$ cat src/rtl/tcm_transmitter_framer.sv
// -----------------------------------------------------------------------------
// tcm_transmitter_framer
//
// Purpose:
//   Transmit-side framer for the 10-bit TCM sync-code link. Payload words
//   arrive on a valid/ready stream. The framer wraps every line in a 6-word
//   sync header and a 6-word sync trailer. The link receiver decodes these as
//   SOF/SOL and EOL/EOF. An idle gap separates consecutive lines. Exactly one
//   link word is emitted per clock.
//
// Parameters:
//   LINE_WORDS - payload words per line (>=1)
//   LINES      - lines per frame (>=1)
//   GAP        - idle words between a line trailer and the next header (>=0)
//   IDLE_WORD  - fill word for idle, gaps and underrun (not 3FF or 000)
//
// Ports:
//   clk        in   clock
//   reset      in   synchronous, active-high reset
//   start      in   frame request, only sampled while idle
//   s_data     in   [9:0] payload word
//   s_valid    in   payload word valid
//   s_ready    out  payload consumed this cycle (combinational, high in PAYLOAD)
//   tdat       out  [9:0] registered link word
//   busy       out  registered, high whenever the framer is not idle
//   frame_done out  one-cycle pulse, the cycle after the final EOF word
//   underrun   out  one-cycle pulse per payload slot filled with IDLE_WORD
// -----------------------------------------------------------------------------
module tcm_transmitter_framer #(
  parameter int         LINE_WORDS = 16,
  parameter int         LINES      = 4,
  parameter int         GAP        = 4,
  parameter logic [9:0] IDLE_WORD  = 10'h200
) (
  input  logic       clk,
  input  logic       reset,
  input  logic       start,
  input  logic [9:0] s_data,
  input  logic       s_valid,
  output logic       s_ready,
  output logic [9:0] tdat,
  output logic       busy,
  output logic       frame_done,
  output logic       underrun
);

  // One word counter serves header, payload, trailer and gap. It must hold
  // the largest of those lengths.
  localparam int WMAX_A = (LINE_WORDS > 6) ? LINE_WORDS : 6;
  localparam int WMAX   = (GAP > WMAX_A) ? GAP : WMAX_A;
  localparam int WCW    = (WMAX > 1) ? $clog2(WMAX) : 1;
  localparam int LCW    = (LINES > 1) ? $clog2(LINES) : 1;

  localparam logic [WCW-1:0] LAST_SYNC = WCW'(5);
  localparam logic [WCW-1:0] LAST_PAY  = WCW'(LINE_WORDS - 1);
  localparam logic [WCW-1:0] LAST_GAP  = WCW'((GAP > 0) ? (GAP - 1) : 0);
  localparam logic [LCW-1:0] LAST_LINE = LCW'(LINES - 1);
  localparam logic           HAS_GAP   = (GAP > 0);

  typedef enum logic [2:0] {
    ST_IDLE    = 3'd0,
    ST_HDR     = 3'd1,
    ST_PAYLOAD = 3'd2,
    ST_TRL     = 3'd3,
    ST_GAP     = 3'd4
  } state_t;

  state_t         r_state;
  state_t         w_next_state;
  logic [WCW-1:0] r_word_cnt;
  logic [WCW-1:0] w_word_cnt_nxt;
  logic [LCW-1:0] r_line_cnt;
  logic [LCW-1:0] w_line_cnt_nxt;
  logic [9:0]     w_tdat;
  logic           w_underrun;
  logic           w_eof;
  logic           r_eof_d;

  // Header and trailer share one shape: 3FF,000,3FF,3FF,S0,S1. Each S word is
  // either all-ones or all-zeros, and the flag selects which.
  function automatic logic [9:0] sync_word(input logic [WCW-1:0] idx,
                                           input logic s0_ones,
                                           input logic s1_ones);
    logic [9:0] w;
    case (idx)
      WCW'(0):  w = 10'h3FF;
      WCW'(1):  w = 10'h000;
      WCW'(2):  w = 10'h3FF;
      WCW'(3):  w = 10'h3FF;
      WCW'(4):  w = s0_ones ? 10'h3FF : 10'h000;
      WCW'(5):  w = s1_ones ? 10'h3FF : 10'h000;
      default:  w = IDLE_WORD;
    endcase
    return w;
  endfunction

  // Payload must never carry the all-ones or all-zeros codes. Otherwise the
  // receiver could lock onto a false sync.
  function automatic logic [9:0] clip(input logic [9:0] d);
    logic [9:0] w;
    if (d == 10'h3FF) begin
      w = 10'h3FE;
    end else if (d == 10'h000) begin
      w = 10'h001;
    end else begin
      w = d;
    end
    return w;
  endfunction

  assign s_ready = (r_state == ST_PAYLOAD);

  // Next-state, counter and next-word selection
  always_comb begin
    w_next_state   = r_state;
    w_word_cnt_nxt = r_word_cnt;
    w_line_cnt_nxt = r_line_cnt;
    w_tdat         = IDLE_WORD;
    w_underrun     = 1'b0;
    w_eof          = 1'b0;
    case (r_state)
      ST_IDLE: begin
        w_word_cnt_nxt = {WCW{1'b0}};
        w_line_cnt_nxt = {LCW{1'b0}};
        if (start) begin
          w_next_state = ST_HDR;
        end else begin
          w_next_state = ST_IDLE;
        end
      end
      ST_HDR: begin
        // SOF on line 0 (S0=000), SOL otherwise (S0=3FF); S1 is 3FF for both.
        w_tdat = sync_word(r_word_cnt, (r_line_cnt != {LCW{1'b0}}), 1'b1);
        if (r_word_cnt == LAST_SYNC) begin
          w_next_state   = ST_PAYLOAD;
          w_word_cnt_nxt = {WCW{1'b0}};
        end else begin
          w_word_cnt_nxt = r_word_cnt + WCW'(1);
        end
      end
      ST_PAYLOAD: begin
        // A missing word is replaced by IDLE_WORD. The slot still counts, so
        // the line length is fixed.
        if (s_valid) begin
          w_tdat = clip(s_data);
        end else begin
          w_tdat     = IDLE_WORD;
          w_underrun = 1'b1;
        end
        if (r_word_cnt == LAST_PAY) begin
          w_next_state   = ST_TRL;
          w_word_cnt_nxt = {WCW{1'b0}};
        end else begin
          w_word_cnt_nxt = r_word_cnt + WCW'(1);
        end
      end
      ST_TRL: begin
        // EOL (S0=3FF) on intermediate lines, EOF (S0=000) on the last; S1=000.
        w_tdat = sync_word(r_word_cnt, (r_line_cnt != LAST_LINE), 1'b0);
        if (r_word_cnt == LAST_SYNC) begin
          w_word_cnt_nxt = {WCW{1'b0}};
          if (r_line_cnt == LAST_LINE) begin
            w_next_state = ST_IDLE;
            w_eof        = 1'b1;
          end else begin
            w_line_cnt_nxt = r_line_cnt + LCW'(1);
            w_next_state   = HAS_GAP ? ST_GAP : ST_HDR;
          end
        end else begin
          w_word_cnt_nxt = r_word_cnt + WCW'(1);
        end
      end
      ST_GAP: begin
        w_tdat = IDLE_WORD;
        if (r_word_cnt == LAST_GAP) begin
          w_next_state   = ST_HDR;
          w_word_cnt_nxt = {WCW{1'b0}};
        end else begin
          w_word_cnt_nxt = r_word_cnt + WCW'(1);
        end
      end
      default: begin
        w_next_state   = ST_IDLE;
        w_word_cnt_nxt = {WCW{1'b0}};
        w_line_cnt_nxt = {LCW{1'b0}};
      end
    endcase
  end

  // State, counters and registered outputs
  always_ff @(posedge clk) begin
    if (reset) begin
      r_state    <= ST_IDLE;
      r_word_cnt <= {WCW{1'b0}};
      r_line_cnt <= {LCW{1'b0}};
      tdat       <= IDLE_WORD;
      busy       <= 1'b0;
      underrun   <= 1'b0;
      r_eof_d    <= 1'b0;
      frame_done <= 1'b0;
    end else begin
      r_state    <= w_next_state;
      r_word_cnt <= w_word_cnt_nxt;
      r_line_cnt <= w_line_cnt_nxt;
      tdat       <= w_tdat;
      busy       <= (w_next_state != ST_IDLE);
      underrun   <= w_underrun;
      // The final EOF word shows on tdat one cycle after it is chosen.
      // frame_done is delayed one more cycle so it follows that word.
      r_eof_d    <= w_eof;
      frame_done <= r_eof_d;
    end
  end

endmodule

$ cat config.mk
export PLATFORM = sky130hd
export DESIGN_NAME = tcm_transmitter_framer
export DESIGN_NICKNAME = d
export VERILOG_FILES = /design/src/rtl/tcm_transmitter_framer.sv
export SDC_FILE = /design/constraint.sdc
export NUM_CORES = 1
export LEC_CHECK = 0
export CAP_MARGIN = 20
export CORE_MARGIN = 1
export CORE_UTILIZATION = 51
export DETAILED_ROUTE_END_ITERATION = 8
export GPL_TIMING_DRIVEN = 0
export HOLD_SLACK_MARGIN = 0.1
export PLACE_DENSITY = 0.83
export SLEW_MARGIN = 20
export SYNTH_ARGS = -nofsm -noshare
export SYNTH_HDL_FRONTEND = slang
export SYNTH_SLANG_ARGS = --single-unit
$ cat constraint.sdc
create_clock -name clk -period 5.3 [get_ports clk]
set_input_delay 1.06 -clock clk [delete_from_list [all_inputs] [get_ports clk]]
set_output_delay 1.06 -clock clk [all_outputs]
set_load 0.01 [all_outputs]
# After elaboration in Yosys (flattened, before gate mapping)
# Cells that the tools add are included.
[totals]
register_bits = 23
in_bits = 14
output_inout_bits = 14
word_cells = 66
[classes]
addsub = 2
eq_ne = 15
muxes = 24
bitwise_logic = 4
n_reduce_logical = 13
[ops]
columns = ["op", "n"]
rows = [
  ["$pmux 10 s3", 3],
  ["$mux 10", 5],
  ["$mux 3", 5],
  ["$pmux 3 s5", 1],
  ["$mux 4", 3],
  ["$pmux 4 s3", 1],
  ["$eq 10x10->1 const B", 1],
  ["$logic_not 10->1", 1],
  ["$reduce_or 3->1", 3],
  ["$eq 4x2->1 const B", 2],
  ["$eq 4x3->1 const B", 2],
  ["$eq 3x2->1 const B", 2],
  ["$ne 2x2->1 const B", 3],
  ["$reduce_or 2->1", 3],
  ["$add 4x1->4 const B", 1],
  ["$eq 4x1->1 const B", 1],
  ["$eq 4x4->1 const B", 1],
  ["$logic_not 4->1", 1],
  ["$mux 2", 2],
  ["$not 1->1", 4],
  ["$pmux 2 s2", 1],
  ["$reduce_or 4->1", 1],
  ["$eq 3x1->1 const B", 1],
  ["$eq 3x3->1 const B", 1],
  ["7 further kinds", 9],
]

# Depth between registers and ports, before layout
[logic_depth]
ltp_word = 5
ltp_mapped = 7
depth_no_buf = 6

# Least setup slack after synthesis
# Ideal clock, no wire load.
[synth_timing]
kind = "register to output"
start = "reg r_state[2]"
end = "out s_ready"
t_arrival_ns = 1.023
required_time_ns = 4.240
path_slack_ns = 3.217
stages_incl_launch_ff = 5
n_path_buf = 2
cell_sequence = "dfxtp_1 buf_6 or3b_1 buf_2 inv_1"
[synth_via]
elab_chain_cells = 1
[synth_rtl]
columns = ["item", "line_no", "source"]
rows = [
  ["start, declared", "68", "state_t r_state;"],
  ["start signal, assigned", "202", "r_state <= w_next_state;"],
  ["$eq 3x2->1", "111", "assign s_ready = (r_state == ST_PAYLOAD);"],
  ["end, declared", "40", "output logic s_ready,"],
]
# Every way passes these cells.

# Worst setup path after layout
[layout_timing]
start = "reg r_state[1]"
end = "out s_ready"
# Same word-level chain as after synthesis.

==> impl_metrics.toml <==
[pwr]
comb_power_share_pct = 14.9
p_leak_nw = 0.591
power.ir.vdd_worst_uv = 135
internal_power_w = 0.000234
proportion_of_total_power_due_to_net_switching_pct = 24.7
power.clock.fraction_pct = 26.3
power_frac_seq_pct = 58.8
power.density_cell_area_nw_per_um2 = 215
switching_power_w = 0.0000768

[grt]
antenna_found_initial = 0
vias_in_the_first_global_route = 956
largest_net_degree_at_the_start_of_global_routing = 14
grt_pass1_wl_um = 4340
global_route.usage.total_pct = 23.7
gr-total-overflow = 0

[synthesis]
synth_common_cells = "sky130_fd_sc_hd__dfxtp_1 (23), sky130_fd_sc_hd__inv_1 (9), sky130_fd_sc_hd__nand2_1 (7), sky130_fd_sc_hd__nor2_1 (7)"
synth_top_cell_by_area = "sky130_fd_sc_hd__dfxtp_1"
yosys.area_share.adder_pct = 6.73
synth-seq-area-share_pct = 41.3
post_synth_inst_count = 121
mappedNetlistNets = 141
yosys_register_bits = 23
synth.top_cells.by_area = "sky130_fd_sc_hd__dfxtp_1 (41%), sky130_fd_sc_hd__ha_1 (6.7%), sky130_fd_sc_hd__a21o_1 (4.0%)"
synth-warning-count = 0
post-synth-top-count-cell = "sky130_fd_sc_hd__dfxtp_1"
synth.top_cell.area_share_pct = 41.3
yosys-mux-area-fraction_pct = 0
compound_gate_fraction_of_synth_area_pct = 18.4
synthXorXnorAreaFrac_pct = 2.36
synth_ff_type = "sky130_fd_sc_hd__dfxtp_1"
async_flop_share_pct = 0
avgSynthCellArea_um2 = 9.21
synth.cell_area_um2 = 1110
synth-simple-area-share_pct = 24.9
yosys.cell_types.count = 44
main_combinational_cell_family_by_area_after_synthesis = "simple AND/OR/NAND/NOR gates"
synth_edf_count = 0

[sta]
maxSlewHeadroom_pct = 46.2
layout_worst_path_cycle_share_pct = 57.2
report.final.setup_viol = 0
final.setup.tns_ns = 0
worst_slew_pin_slew_ns = 0.796
rsz0062_at_grt = "false"
layout_min_cycle_time_ns = 3.03
finalMaxSlewViolations = 0
clock_skew_ns = 0.00120
max_freq_ghz = 0.330
hold_viol_final = 0
hold_ws_ns = 0.456

[detailed_routing]
num_vias = 974
wl_per_cell_um = 13.7
drt.antenna.violating_nets = 0
drt-total-wl_um = 2460
drt-vias-per-instance = 5.44
detail_route.iter0.violations = 12
drcViolationCount = 0
drt_first_pass_iters = 4

[critical_path]
crit_slowest_cell = "sky130_fd_sc_hd__clkdlybuf4s50_1"
timing.critical_path.cells = "buf_4 > or3b_1 > buf_2 > inv_1 > clkdlybuf4s50_1"
r2r_end = "tdat[0]$_SDFF_PP0_"
setup.reg_to_reg.worst_slack_ns = 3.33
cpLargestDelayFamily = "buffers and inverters"
critical_path.reg2reg.startpoint = "r_word_cnt[0]$_SDFF_PP0_"
worst_setup_path_end_kind = "primary output"
worstRegToRegCells = 5
critPathMaxStageDelay_ns = 0.54
required_ns = 4.24
critical_path.max_fanout = 10
critPathBufInv = 4
timing.setup.critical_path_class = "reg2out"
crit_path_start_kind = "register"
crit_arrival_ns = 1.97

[cts]
clk_root_buffer_cell = "sky130_fd_sc_hd__clkbuf_4"
numClockSinks = 23
cts.path.max_buffers = 2
h_tree_lvls = 1
ctsHoldBuffers = 0
clkSlewWorstSetupHoldPaths_ns = 0.13
cts_tree = "yes"
cts-resized-gates = 0
worstSkewPairLatency_ns = 0.31
tritoncts.num_buffers = 3
postCtsSetupRepairBufs = 0

[floorplanning]
floorplan.initialDensity_pct = 55.7
io_pins = 28
core-area_um2 = 2000
die_width_um = 48.8
std_cell_rows = 16
die-height_um = 48.8
die_area_um2 = 2380

[final_layout]
fin_area_um2 = 1450
area_growth_syn_to_layout_pct = 29.7
fill_cells = 160
antennaDiodeCount = 0
multiInputGateArea_um2 = 584
layout-drive-gt1-share_pct = 10.5
layout.area.seq_um2 = 460
finish.net_count = 173
utilization_pct = 72.3

[status]
outcome = "complete, no violations"

[job]
maxCapViolCount = 0

[placed_design]
gp_congestion = 0.857
port-buffer-count = 27
detailedPlacementHpwl_um = 1910
postPlaceCellArea_um2 = 1420

[worst_hold_path]
min_delay_path_depth = 1
worstHoldStart = "r_eof_d$_SDFF_PP0_"
min_path_type = "reg2reg"
hold-path-endpoint = "frame_done$_SDFF_PP0_"
## per-stage QoR
stage	cells	setup WS, ns	total power, W
after floorplan	121	3.22	0.000207
after global placement	175	2.67	0.000231
after detailed placement	175	2.64	0.000233
after CTS	179	2.27	0.000313
after global routing	179	2.23	0.000325
final	179	2.27	0.000311
## worst max-delay path by stage
stage | startpoint | end | slack, ns | depth (start not counted)
3_3_place_gp | r_state[1]$_SDFF_PP0_ | s_ready | 2.67 | 5
5_1_grt | r_state[1]$_SDFF_PP0_ | s_ready | 2.23 | 5
2_1_floorplan | r_state[2]$_SDFF_PP0_ | s_ready | 3.22 | 4
4_1_cts | r_state[1]$_SDFF_PP0_ | s_ready | 2.27 | 5
6_report | r_state[1]$_SDFF_PP0_ | s_ready | 2.27 | 5
3_5_place_dp | r_state[1]$_SDFF_PP0_ | s_ready | 2.64 | 5
## routing by layer
layer / vias to the layer above / GRT usage [%] / routed length, um
met1: 430 / 30.1 / 1070
met3: 9 / 4.40 / 149
met4: 0 / 10.3 / 74
li1: 491 / - / -
met5: - / 0 / 0
met2: 44 / 39.1 / 1160
## cell usage in the layout, fill, tap and decap left out, types with 2 or more instances in the layout
cell type,count
sky130_fd_sc_hd__nor2_1,7
sky130_fd_sc_hd__xor2_1,2
sky130_fd_sc_hd__clkbuf_4,3
sky130_fd_sc_hd__nand2b_1,2
sky130_fd_sc_hd__a21o_2,3
sky130_fd_sc_hd__a21oi_1,3
sky130_fd_sc_hd__nand2_1,7
sky130_fd_sc_hd__nand3_1,3
sky130_fd_sc_hd__dfxtp_1,23
sky130_fd_sc_hd__nor3b_1,2
sky130_fd_sc_hd__o32ai_1,2
sky130_fd_sc_hd__clkdlybuf4s50_1,27
sky130_fd_sc_hd__clkbuf_1,2
sky130_fd_sc_hd__inv_1,9
sky130_fd_sc_hd__or2_2,2
sky130_fd_sc_hd__buf_2,2
sky130_fd_sc_hd__o31ai_1,2
sky130_fd_sc_hd__nor3_1,5
sky130_fd_sc_hd__nand3b_1,2
sky130_fd_sc_hd__a21o_1,6
sky130_fd_sc_hd__o21a_1,2
sky130_fd_sc_hd__ha_1,6
sky130_fd_sc_hd__a31oi_1,3
sky130_fd_sc_hd__nand4_1,3
sky130_fd_sc_hd__nor2b_1,2
## cell type report
type	instances	share of cell area (%)
sequential	23	31.8
tap	27	2.34
clock buffer	3	1.56
multi-input combinational	83	40.4
clock inverter	1	0.346
buffer	6	2.51
timing repair buffer	27	18.7
inverter	9	2.34
## power by group through the flow
stage / Clock (W) / Sequential, W / Combinational (W)
3_5_place_dp: 0 / 0.000187 / 0.0000461
3_3_place_gp: 0 / 0.000186 / 0.0000449
5_1_grt: 0.0000907 / 0.000184 / 0.0000506
2_1_floorplan: 0 / 0.000189 / 0.0000179
6_report: 0.0000817 / 0.000183 / 0.0000463
4_1_cts: 0.0000834 / 0.000183 / 0.0000464
## flip-flops by register name, summed over array words and instances (netlist names)
| register | count |
|---|---|
| busy | 1 |
| frame_done | 1 |
| r_eof_d | 1 |
| r_line_cnt | 2 |
| r_state | 3 |
| r_word_cnt | 4 |
| tdat | 10 |
| underrun | 1 |
## worst reg2reg max path, delay by kind of cell (launching register included)
family          cells  cell delay [ns]
fa+ha+maj           1             0.26
simple gates        2             0.40
compound gates      2             0.83
flops               1             0.42
## logic make-up after synthesis
kind of cell,count (synthesis)
compound gates,28
xor+xnor,3
fa+ha+maj,6
buf+inv,15
flops,23
simple gates,46
No activity file was read; power rests on OpenSTA's default activity.
